<file path="config.mk">
export PLATFORM = sky130hd
export DESIGN_NAME = tk1_spi_target
export DESIGN_NICKNAME = d
export VERILOG_FILES = /design/src/rtl/tk1_spi_target.sv
export SDC_FILE = /design/constraint.sdc
export NUM_CORES = 1
export LEC_CHECK = 0
export BUFFER_PORTS_ARGS = -buffer_cell sky130_fd_sc_hd__buf_2
export CAP_MARGIN = 20
export CORE_MARGIN = 8
export CORE_UTILIZATION = 50
export CTS_CLUSTER_DIAMETER = 60
export DETAILED_ROUTE_END_ITERATION = 6
export PLACE_DENSITY = 0.71
export SYNTH_ARGS = -nofsm -noshare
export SYNTH_HDL_FRONTEND = slang
export SYNTH_SLANG_ARGS = --single-unit
</file>
<file path="constraint.sdc">
create_clock -name clk -period 1.5 [get_ports clk]
set_input_delay 0.15 -clock clk [delete_from_list [all_inputs] [get_ports clk]]
set_output_delay 0.15 -clock clk [all_outputs]
set_load 0.1 [all_outputs]
</file>
<file path="src/rtl/tk1_spi_target.sv">
// SPI mode-0 target: oversamples the host's SPI pins in the clk domain, delivers received
// bytes on an rx valid/ack handshake and shifts transmit bytes out of a one-deep holding buffer.
module tk1_spi_target #(
  parameter int unsigned SYNC_STAGES = 2,
  parameter logic [7:0]  FILL_BYTE   = 8'hff
) (
  input  logic       clk,
  input  logic       reset,
  input  logic       spi_ss,
  input  logic       spi_sck,
  input  logic       spi_mosi,
  output logic       spi_miso,
  output logic       spi_miso_en,
  input  logic [7:0] tx_data,
  input  logic       tx_data_vld,
  output logic       tx_ready,
  output logic       tx_underrun,
  output logic [7:0] rx_data,
  output logic       rx_valid,
  input  logic       rx_ack,
  output logic       rx_overrun,
  output logic       busy
);

  typedef enum logic [1:0] {IDLE, LOAD, ACTIVE} state_t;

  state_t                 state;
  logic [SYNC_STAGES-1:0] ss_sync;
  logic [SYNC_STAGES-1:0] sck_sync;
  logic [SYNC_STAGES-1:0] mosi_sync;
  logic                   ss_d;
  logic                   sck_d;
  logic                   ss_s;
  logic                   sck_s;
  logic                   mosi_s;
  logic                   ss_fall;
  logic                   sck_rise;
  logic                   sck_fall;

  logic [7:0]             tx_buf;
  logic                   tx_full;
  logic [7:0]             tx_shift;
  logic [6:0]             rx_shift;
  logic [2:0]             bit_cnt;
  logic                   rise_seen;
  logic [7:0]             rx_byte;
  logic                   reload;
  logic [7:0]             reload_byte;

  // NOTE: every register here, including the synchroniser flops, uses <= so each stage
  // samples the previous stage's old value; blocking assignments would collapse the chain.
  always_ff @(posedge clk or posedge reset) begin
    if (reset) begin
      ss_sync   <= '0;
      sck_sync  <= '0;
      mosi_sync <= '0;
      ss_d      <= 1'b0;
      sck_d     <= 1'b0;
    end else begin
      ss_sync   <= {ss_sync[SYNC_STAGES-2:0], spi_ss};
      sck_sync  <= {sck_sync[SYNC_STAGES-2:0], spi_sck};
      mosi_sync <= {mosi_sync[SYNC_STAGES-2:0], spi_mosi};
      ss_d      <= ss_s;
      sck_d     <= sck_s;
    end
  end

  assign ss_s     = ss_sync[SYNC_STAGES-1];
  assign sck_s    = sck_sync[SYNC_STAGES-1];
  assign mosi_s   = mosi_sync[SYNC_STAGES-1];
  assign ss_fall  = ss_d & ~ss_s;
  assign sck_rise = sck_s & ~sck_d;
  assign sck_fall = sck_d & ~sck_s;

  // A reload happens once at frame start and on each falling edge that closes a byte;
  // a frame ending (ss_s high) takes priority so the last edge never consumes the buffer.
  assign reload      = (state == LOAD) ||
                       (state == ACTIVE && !ss_s && sck_fall && rise_seen && bit_cnt == 3'd0);
  assign reload_byte = tx_full ? tx_buf : FILL_BYTE;
  assign rx_byte     = {rx_shift, mosi_s};

  always_ff @(posedge clk or posedge reset) begin
    if (reset) begin
      state       <= IDLE;
      tx_buf      <= '0;
      tx_full     <= 1'b0;
      tx_shift    <= '0;
      rx_shift    <= '0;
      bit_cnt     <= '0;
      rise_seen   <= 1'b0;
      rx_data     <= '0;
      rx_valid    <= 1'b0;
      rx_overrun  <= 1'b0;
      tx_underrun <= 1'b0;
    end else begin
      tx_underrun <= 1'b0;
      rx_overrun  <= 1'b0;

      // A write can only land while empty, so it never races a reload that drains the buffer.
      if (reload && tx_full) begin
        tx_full <= 1'b0;
      end else if (tx_data_vld && !tx_full) begin
        tx_buf  <= tx_data;
        tx_full <= 1'b1;
      end

      if (reload) begin
        tx_shift    <= reload_byte;
        tx_underrun <= ~tx_full;
      end

      if (rx_ack && rx_valid) begin
        rx_valid <= 1'b0;
      end

      case (state)
        IDLE: begin
          if (ss_fall) begin
            state <= LOAD;
          end
        end
        LOAD: begin
          bit_cnt   <= '0;
          rise_seen <= 1'b0;
          state     <= ACTIVE;
        end
        ACTIVE: begin
          if (ss_s) begin
            state <= IDLE;
          end else if (sck_rise) begin
            rx_shift  <= rx_byte[6:0];
            bit_cnt   <= bit_cnt + 3'd1;
            rise_seen <= 1'b1;
            if (bit_cnt == 3'd7) begin
              // An ack in the completion cycle frees the slot for the new byte.
              if (!rx_valid || rx_ack) begin
                rx_data  <= rx_byte;
                rx_valid <= 1'b1;
              end else begin
                rx_overrun <= 1'b1;
              end
            end
          end else if (sck_fall && rise_seen && bit_cnt != 3'd0) begin
            tx_shift <= {tx_shift[6:0], 1'b0};
          end
        end
        default: state <= IDLE;
      endcase
    end
  end

  assign busy        = (state != IDLE);
  assign spi_miso_en = busy & ~ss_s;
  assign spi_miso    = spi_miso_en ? tx_shift[7] : 1'b1;
  assign tx_ready    = ~tx_full;

endmodule

</file>
After elaboration in Yosys (flattened, before gate mapping)
Cells that the tools add are included.
{"block": "totals", "latchBits": 0, "regBits": 49, "inputBits": 15, "mem_count": 0, "out_inout_bits": 15, "word_cells": 88, "mem_bits_ro": 0, "mem_bits_rw": 0}
{"block": "classes", "muxes": 30, "n_reduce_logical": 25, "div": 0, "addsub": 1, "n_eq_ne": 7, "bitwise_logic": 9, "n_lt_le_gt_ge": 0, "shifts": 0, "n_mul": 0}
{"cell": "$mux 8", "n": 6}
{"cell": "$mux 1", "n": 17}
{"cell": "$logic_and 1x1->1", "n": 9}
{"cell": "$ne 2x2->1 const B", "n": 4}
{"cell": "$mux 3", "n": 2}
{"cell": "$pmux 2 s3", "n": 1}
{"cell": "$pmux 3 s2", "n": 1}
{"cell": "$reduce_and 3->1", "n": 2}
{"cell": "$reduce_bool 2->1", "n": 3}
{"cell": "$not 1->1", "n": 5}
{"cell": "$reduce_and 5->1", "n": 1}
{"cell": "$and 1x1->1", "n": 4}
{"cell": "$mux 2", "n": 2}
{"cell": "$reduce_and 2->1", "n": 2}
{"cell": "$add 3x1->3 const B", "n": 1}
{"cell": "$eq 3x3->1 const B", "n": 1}
{"cell": "$logic_not 1->1", "n": 3}
{"cell": "$logic_not 3->1", "n": 1}
{"cell": "$reduce_bool 3->1", "n": 1}
{"cell": "$eq 2x1->1 const B", "n": 1}
{"cell": "$eq 2x2->1 const B", "n": 1}
{"cell": "$logic_not 2->1", "n": 1}
{"cell": "$logic_or 1x1->1", "n": 2}
{"cell": "$pmux 1 s2", "n": 1}

Depth between registers and ports, before layout
Gate-level depths: netlist (run 1).
{"block": "logic_depth", "ltp_word": 11, "depth_mapped": 6, "depth_no_buf": 5}

Least setup slack after synthesis (run 1)
No wires, ideal clock.
{"block": "synth_path", "kind": "reg2out", "startpoint": "register state[0]", "endpoint": "output port spi_miso", "path_buffers": 0, "slack_ns": -1.452, "required_time_ns": 1.350, "t_arrival_ns": 2.802, "stages_incl_launch_ff": 4, "cell_sequence": "dfrtp_1 > nor2_1 > nor2_1 > nand2_1"}
{"block": "synth_via", "elab_chain_len": 3}
{"item": "start, declared", "line": "27", "rtl": "state_t state;"}
{"item": "start signal, assigned", "line": "84", "rtl": "state <= IDLE;"}
{"item": "start signal, assigned", "line": "119", "rtl": "state <= LOAD;"}
{"item": "start signal, assigned", "line": "125", "rtl": "state <= ACTIVE;"}
{"item": "$reduce_bool 2->1", "line": "152", "rtl": "assign busy = (state != IDLE);"}
{"item": "$and 1x1->1", "line": "153", "rtl": "assign spi_miso_en = busy & ~ss_s;"}
{"item": "net spi_miso_en", "line": "13", "rtl": "output logic spi_miso_en,"}
{"item": "$mux 1", "line": "154", "rtl": "assign spi_miso = spi_miso_en ? tx_shift[7] : 1'b1;"}
{"item": "end, declared", "line": "12", "rtl": "output logic spi_miso,"}
The timed path passes the listed nets, and every way through them passes these cells.

Worst setup path after layout (run 1)
{"block": "layout_path", "startpoint": "register ss_sync[1]", "endpoint": "output port spi_miso"}
{"block": "layout_via", "elab_chain_len": 3}
{"item": "start, declared", "line": "28", "rtl": "logic [SYNC_STAGES-1:0] ss_sync;"}
{"item": "start signal, assigned", "line": "60", "rtl": "ss_sync <= {ss_sync[SYNC_STAGES-2:0], spi_ss};"}
{"item": "$not 1->1 (no source line)"}
{"item": "$and 1x1->1", "line": "153"}
{"item": "$mux 1", "line": "154"}
Every way passes these cells.

==> run summary, run 1 <==
Per report_power, the sequential group accounts for 48.9% of the total. Summed over all layers, the global routing overflow is 0. For this design the static power due to leakage is 0.00129 µW.

The first-pass iteration count of the detailed router was 4; the post-synthesis share of cell area spent on xor and xnor gates was 0%. The height of the die was 79.7 µm. STA classifies the critical path startpoint as a register. Counting the buffers created by CTS gives 5.

The largest fanout on the critical path is 3, and the average cell area after synthesis is 13.1 µm². Yosys printed 0 warnings. The tools report the arrival time reported for the critical path endpoint as 1.28 ns. For the worst setup path, the data required time is 1.35 ns. The clock reaches the later pin of the worst-skew pair after 0.29 ns. The final critical path time including I/O delays and setup is 1.43 ns, and the count of final hold-check violations is 3. The run finished, with violations left. For the fraction of power consumed by combinational cells, the log shows 30.9%. The critical path startpoint was ss_sync[1].

Fill cells in the final layout number 283. The final count of pins violating max slew was 0; the worst setup margin was 0.0682 ns. Setup repair after global routing could not meet its margin everywhere.

The startpoint identified for the worst register-to-register timing path is bit_cnt[0]. Traced cell by cell, the critical path runs through buf_4 -> nor2_4 -> nand2_4 -> buf_12. Power spread over the standard cell area amounts to 1450 nW/µm². The maximum level of the CTS H-tree is 2, and the die width is 79.7 µm. In the global route stage, overall resource usage came out at 12.0%. Of the total synthesized cell area, the portion taken by full adders, half adders and majority gates is 1.85%. The pin count of the biggest net entering global routing was 50; the sequential element share of the synthesized area was 60.5%.

After the flow finishes, the layout carries non-filler instances totaling 251. In the synthesized netlist, the number of instances is 155. Port buffering added 29 buffers. For this design, the slowest cell found on the critical path is sky130_fd_sc_hd__dfrtp_1. The fraction of the cycle the final worst path needs is 95.5%, and the worst reg-to-reg setup slack is 0.07 ns. Summed over all nets, the switching power comes to 1190 µW. The count of antenna diodes in the layout was 0; the final weighted congestion in routability-driven placement was 0.783. On the worst path, the slowest cell contributes a delay of 0.43 ns. Counting flops and latches in the post-synthesis netlist gives 49. The type of the tightest min-delay check was in -> async. After detailed routing, the number of remaining DRC violations is 0.

Measured against the total synthesized area, the mux share comes to 17.3%. For this configuration, the core starts out at a cell density of 51.4%. The clock sink count came out at 49.

The synthesized netlist devotes 5.18% of its cell area to compound gates. The tools report the number of top-level pins as 30. The logs give 1363 for the via count of the first global-routing pass and 3940 µm² for the core outline area.

In the final layout, the share of cells above drive strength 1 is 42.3%. The initial antenna violation count is 0. The internal portion of the total power is 2420 µW.

The die covers 6350 µm². Leaving out fill and tap cells, the most frequent cells in the layout are sky130_fd_sc_hd__dfrtp_1 (47), sky130_fd_sc_hd__buf_2 (25), sky130_fd_sc_hd__mux2_2 (24). The tools report the worst setup slack before clock tree synthesis as -0.0384 ns. The area growth from synthesis to layout is 22.5%. In the final routed layout, each cell accounts on average for 14.3 µm. The wire-length estimate of the detail-placed layout is 2630 µm. The run gives 2480 µm² as the post-route cell area.

The first global-routing pass estimated 6000 µm of wire. The mean number of vias per cell is 5.07. The switching power as a share of total power was 33.0%. The worst setup path is captured at an output port.

The post-route clock skew was 0.00437 ns. The detailed router placed 1273 vias in this run. Clock network power share: 20.2%.

For the worst hold slack after final layout, the log shows -0.00473 ns. The number of nets in the layout is 218, and the post-synthesis share of cell area spent on and, or, nand and nor gates is 11.6%. After detailed placement, the total cell area comes to 2320 µm². By startpoint and endpoint, the worst setup path is classified as reg -> out.

Clock-pin slew was measured on the worst setup and hold paths at 0.08 ns. TritonCTS built the clock tree. When the netlist entered floorplanning its net count stood at 173. Measured against its own limit, the worst slew margin works out to 60.5%. The tools report the distinct cell type count after synthesis as 27.

The final wirelength came out at 3600 µm. The run gives 0 as the reported max-cap violation count. The worst flop-to-flop path endpoint is tx_shift[1]. The cell area after synthesis is 2030 µm², and the slew at the pin closest to its max-slew limit is 0.593 ns.

Counting along the longest clock path gives a buffer depth of 2. Number of routed nets with antenna violations: 0. For the final setup violation count, the log shows 0.

The final reports fail on hold timing. The timing-limited maximum frequency is 698 MHz, and the cell count of the worst reg-to-reg path is 6. The largest voltage drop on the vdd net is 1.15 mV, and the count of standard-cell rows is 23. In this run, placement finished with an instance count of 239.

The most frequent standard cell in the layout excluding fill and tap cells was sky130_fd_sc_hd__dfrtp_1. After synthesis, the largest family of logic cells by area is multiplexers. CTS placed an instance of sky130_fd_sc_hd__clkbuf_8 at the clock tree root. In this run, the number of DRC markers left after iteration 0 of detailed routing was 53.
==> sequential cells by signal, summed over array words and instances, names as in the netlist <==
name and count:
rise_seen 1, sck_d 1, rx_data 8, rx_shift 7
rx_overrun 1, tx_shift 8, tx_underrun 1, ss_sync 2
bit_cnt 3, tx_full 1, tx_buf 8, rx_valid 1
sck_sync 2, mosi_sync 2, state 2, ss_d 1
==> cells by family (layout without fill, tap and decap cells) <==
group | count (synthesis) | count (layout)
compound gates | 12 | 12
fa+ha+maj | 3 | 3
buf+inv | 17 | 63
flops | 49 | 49
mux | 32 | 32
simple gates | 42 | 42
==> synth_stat cells (all sizes together) <==
library cell / count / area share [%]
o221ai: 7 / 3.0
nand3b: 1 / 0.37
mux2i: 8 / 3.9
ha: 3 / 1.9
clkbuf: 2 / 0.43
nand2: 15 / 2.8
o21ai: 1 / 0.80
nor2b: 3 / 0.93
nand3: 1 / 0.25
and3b: 1 / 0.43
mux2: 24 / 13
buf: 2 / 0.80
and2b: 1 / 0.43
a21o: 1 / 0.37
or3b: 1 / 0.43
inv: 13 / 2.4
nor2: 7 / 1.3
nand4: 1 / 0.62
nand2b: 9 / 2.8
nor3b: 2 / 1.3
dfrtp: 49 / 60
a31oi: 1 / 0.31
o22ai: 1 / 0.31
o211ai: 1 / 0.37
==> metal layers <==
layer  up-vias  share of wire, %  track usage, %
met5         -                 0               0
met4         0              0.92            5.93
met3         2               4.6            4.39
met2        26                50            19.2
met1       628                45            13.7
li1        617                 -               -
==> power groups by stage <==
stage | Sequential [µW] | Clock (µW) | Combinational [µW]
after floorplan | 1780 | 0 | 805
after global placement | 1770 | 0 | 1030
after detailed placement | 1790 | 0 | 1080
after CTS | 1770 | 764 | 1110
after global routing | 1790 | 813 | 1210
final | 1770 | 729 | 1110
==> area by class of cell <==
type,count,area (µm²),area share (%)
tap,50,62.6,2.52
multi-input combinational,89,764,30.8
inverter,13,48.8,1.96
sequential,49,1230,49.5
timing repair buffer,42,293,11.8
clock buffer,5,68.8,2.77
clock inverter,3,17.5,0.705
==> worst max path at each step <==
stage,end,slack (ns),depth (start not counted)
2_1_floorplan,rx_data[0],-0.005,3
3_3_place_gp,tx_shift[7],0.03,3
3_5_place_dp,tx_shift[5],-0.04,3
4_1_cts,rx_shift[0],0.02,4
5_1_grt,tx_shift[1],-0.03,4
6_report,spi_miso,0.07,4
==> timing repair <==
action                                  CTS  global route
pin swaps                                 1             3
gates cloned                              0             0
gates resized for setup                   5             6
hold buffers                              3             0
hold endpoints to repair                  3             0
endpoints found under the setup margin   16            26
buffers inserted                          0             1
==> worst max-delay path, delay by kind of cell (launching register included) <==
kind,cells,cell delay [ns]
flops,1,0.43
buf+inv,2,0.33
simple gates,2,0.23
==> stage by stage <==
stage / setup TNS (ns) / utilization (%) / total power [µW]
floorplan: -0.0370 / - / 2580
global placement: 0 / 59.0 / 2800
detailed placement: -0.174 / 59.0 / 2870
CTS: 0 / 62.4 / 3640
global route: -0.107 / 63.0 / 3810
finish: 0 / 63.0 / 3610
No activity file was read; power rests on OpenSTA's default activity.
==> run 2: changes to the inputs <==
Settings changed: CORE_UTILIZATION 50 to 30, PLACE_DENSITY 0.71 to 0.46.
==> run summary, run 2 (synthesis results as in run 1) <==
The number of nets in the layout is 220, and the clock transition at the registers of the reported paths is 0.08 ns. The wire-length estimate of the detail-placed layout is 2960 µm. After routing the design area is 2600 µm².

The initialized floorplan defines 30 standard-cell rows. The run finished with clean final reports. The layout filler cell count was 649.

The number of CTS-inserted buffers was 5; the number of routed nets with antenna violations was 0. The data required time at the worst endpoint was 1.69 ns. Dividing the detail-routed wire length by the instance count gives 13.7 µm. The tools report the largest voltage drop on the vdd net as 0.469 mV. The run gives 49 as the clock sink count. The largest registers in the layout are rx_data (8), tx_buf (8), tx_shift (8).

The final route contains 1300 vias. The maximum level of the CTS H-tree was 2. Setup repair after global routing could not meet its margin everywhere. The repair_antennas step left the layout with diodes totalling 0. In this run the worst path has a maximum fanout of 8. Entering global routing, the biggest net connects 25 pins. For the post-route clock skew, the log shows 0.00488 ns. The timing-limited maximum frequency is 680 MHz. After the first detailed-routing iteration, the DRC count stood at 87.

Number of top-level pins: 30. The number of placed cells counting well taps is 269. In this run the tool buffered the top-level ports with 29 buffer cells.

In this run the cell area measured after placement is 2390 µm². The CTS root buffer is sky130_fd_sc_hd__clkbuf_8. The kind of cell adding the most delay to the critical path is simple AND/OR/NAND/NOR gates. The critical path is of the reg -> reg type.

Together, buffers and inverters on the worst path number 0. From left edge to right edge, the die measures 98.2 µm. Measured against its own limit, the worst slew margin works out to 66.9%. For this design the static power due to leakage is 0.00133 µW. The run gives 0 as the initial antenna violation count. Via count of the first global-routing pass: 1495.

Walking the worst path, the cells encountered are nor3b_4 -> nand4_4 -> mux2_2. No sink is reached through more buffers than the 2 on the longest clock path. In the routed layout, each cell is associated on average with a via count of 4.59. The power density of the placed cells came out at 1450 nW/µm². The tools report the insertion delay to the later sink of the worst-skew pair as 0.30 ns. The arrival time reported for the critical path endpoint was 1.66 ns.

The final count of pins violating max slew is 0, and the total DRC errors in the routed layout is 0. Among all stages on the critical path, the largest delay is contributed by sky130_fd_sc_hd__dfrtp_2. Global routing finished with a remaining overflow of 0. The run gives 30.4% as the initial standard-cell utilization of the core. The library cell used most frequently in the layout, excluding fill and tap cells, is sky130_fd_sc_hd__dfrtp_1.

The type of the tightest min-delay check was in -> reg. The run gives 6900 µm as the first-pass GRT wire length. Setup violations remaining at the end of the flow were counted as 0. Wires add up to 3870 µm. The worst setup path is captured at a register.

The kind of launch point of the worst setup path is a register. For this run, the number of standard cells in the final layout without fillers is 283. After layout, the design draws a total of 3760 µW. For the finished layout, the period the worst path requires is 1.47 ns.

Compared with the post-synthesis result, the final layout area differs by 28.1%. The count of final hold-check violations was 0; the worst setup slack before clock tree synthesis was -0.0823 ns. The worst setup margin is 0.0295 ns. The height of the die is 98.2 µm, and the overall routing resource usage is 9.02%.

The reported max-cap violation count was 0; the fraction of the cycle the final worst path needs was 98.0%. The floorplan step defined a die boundary enclosing 9650 µm². Of the cells placed in the final design, the portion with a size suffix greater than 1 is 43.8%.

The run gives 6680 µm² as the core outline area. In the layout the commonest cells are sky130_fd_sc_hd__dfrtp_1 (47), sky130_fd_sc_hd__buf_2 (25), sky130_fd_sc_hd__mux2_2 (24). Slew at the pin closest to its max-slew limit: 0.500 ns.

The first-pass iteration count of the detailed router is 3. Highest cell delay on the worst timing path: 0.45 ns. TritonCTS built the clock tree. The final weighted congestion in routability-driven placement was 0.678.
run 2: stage by stage:
stage	TNS (ns)	hold slack [ns]	utilization, %
4_1_cts	-0.00270	0.0667	38.1
3_5_place_dp	-0.667	0.207	35.8
5_1_grt	-0.0471	0.0690	38.9
2_1_floorplan	-0.0370	0.181	-
3_3_place_gp	0	0.197	35.8
6_report	0	0.0772	38.9
run 2: layout make-up:
cell class                 instances  area, µm²  area share [%]
multi-input combinational         89        785            30.2
clock buffer                       7       96.3            3.71
sequential                        49       1230            47.3
tap                               80        100            3.85
clock inverter                     1       5.00           0.193
inverter                          13       48.8            1.88
timing repair buffer              44        335            12.9
run 2: where the power goes:
group	total (µW)	internal, µW	switching (µW)
logic	1180	544	634
clock network	824	417	408
registers	1760	1610	152
run 2: what timing repair did:
item	CTS	global route
pin swaps	1	7
endpoints found under the hold margin	23	0
hold buffers	4	0
resized for setup	3	11
buffers inserted	0	2
endpoints found under the setup margin	15	28
run 2: metal layers:
metal	up-vias	part of all wire, %	global-route usage, %
met1	654	41	9.69
met2	21	53	15.3
met5	-	0	0
met3	6	4.2	3.27
met4	0	2.0	4.49
li1	619	-	-
run 2: worst reg2reg max path, stage by stage (launching register included):
cell                      delay (ns)
sky130_fd_sc_hd__dfrtp_2        0.45
sky130_fd_sc_hd__nor3b_4        0.33
sky130_fd_sc_hd__nand4_4        0.25
sky130_fd_sc_hd__mux2_2         0.33
run 2: worst paths after layout:
| path | startpoint | to | slack [ns] | depth (start not counted) |
|---|---|---|---|---|
| max reg2reg | state[0] | rx_data[2] | 0.03 | 3 |
| min in group asynchronous | reset | rx_shift[1] | 0.42 | 3 |
| min reg2reg | sck_sync[0] | sck_sync[1] | 0.36 | 0 |
| max in group asynchronous | reset | tx_shift[6] | 0.59 | 4 |
| min | tx_data[0] | tx_buf[0] | 0.08 | 2 |
| max | state[0] | rx_data[2] | 0.03 | 3 |
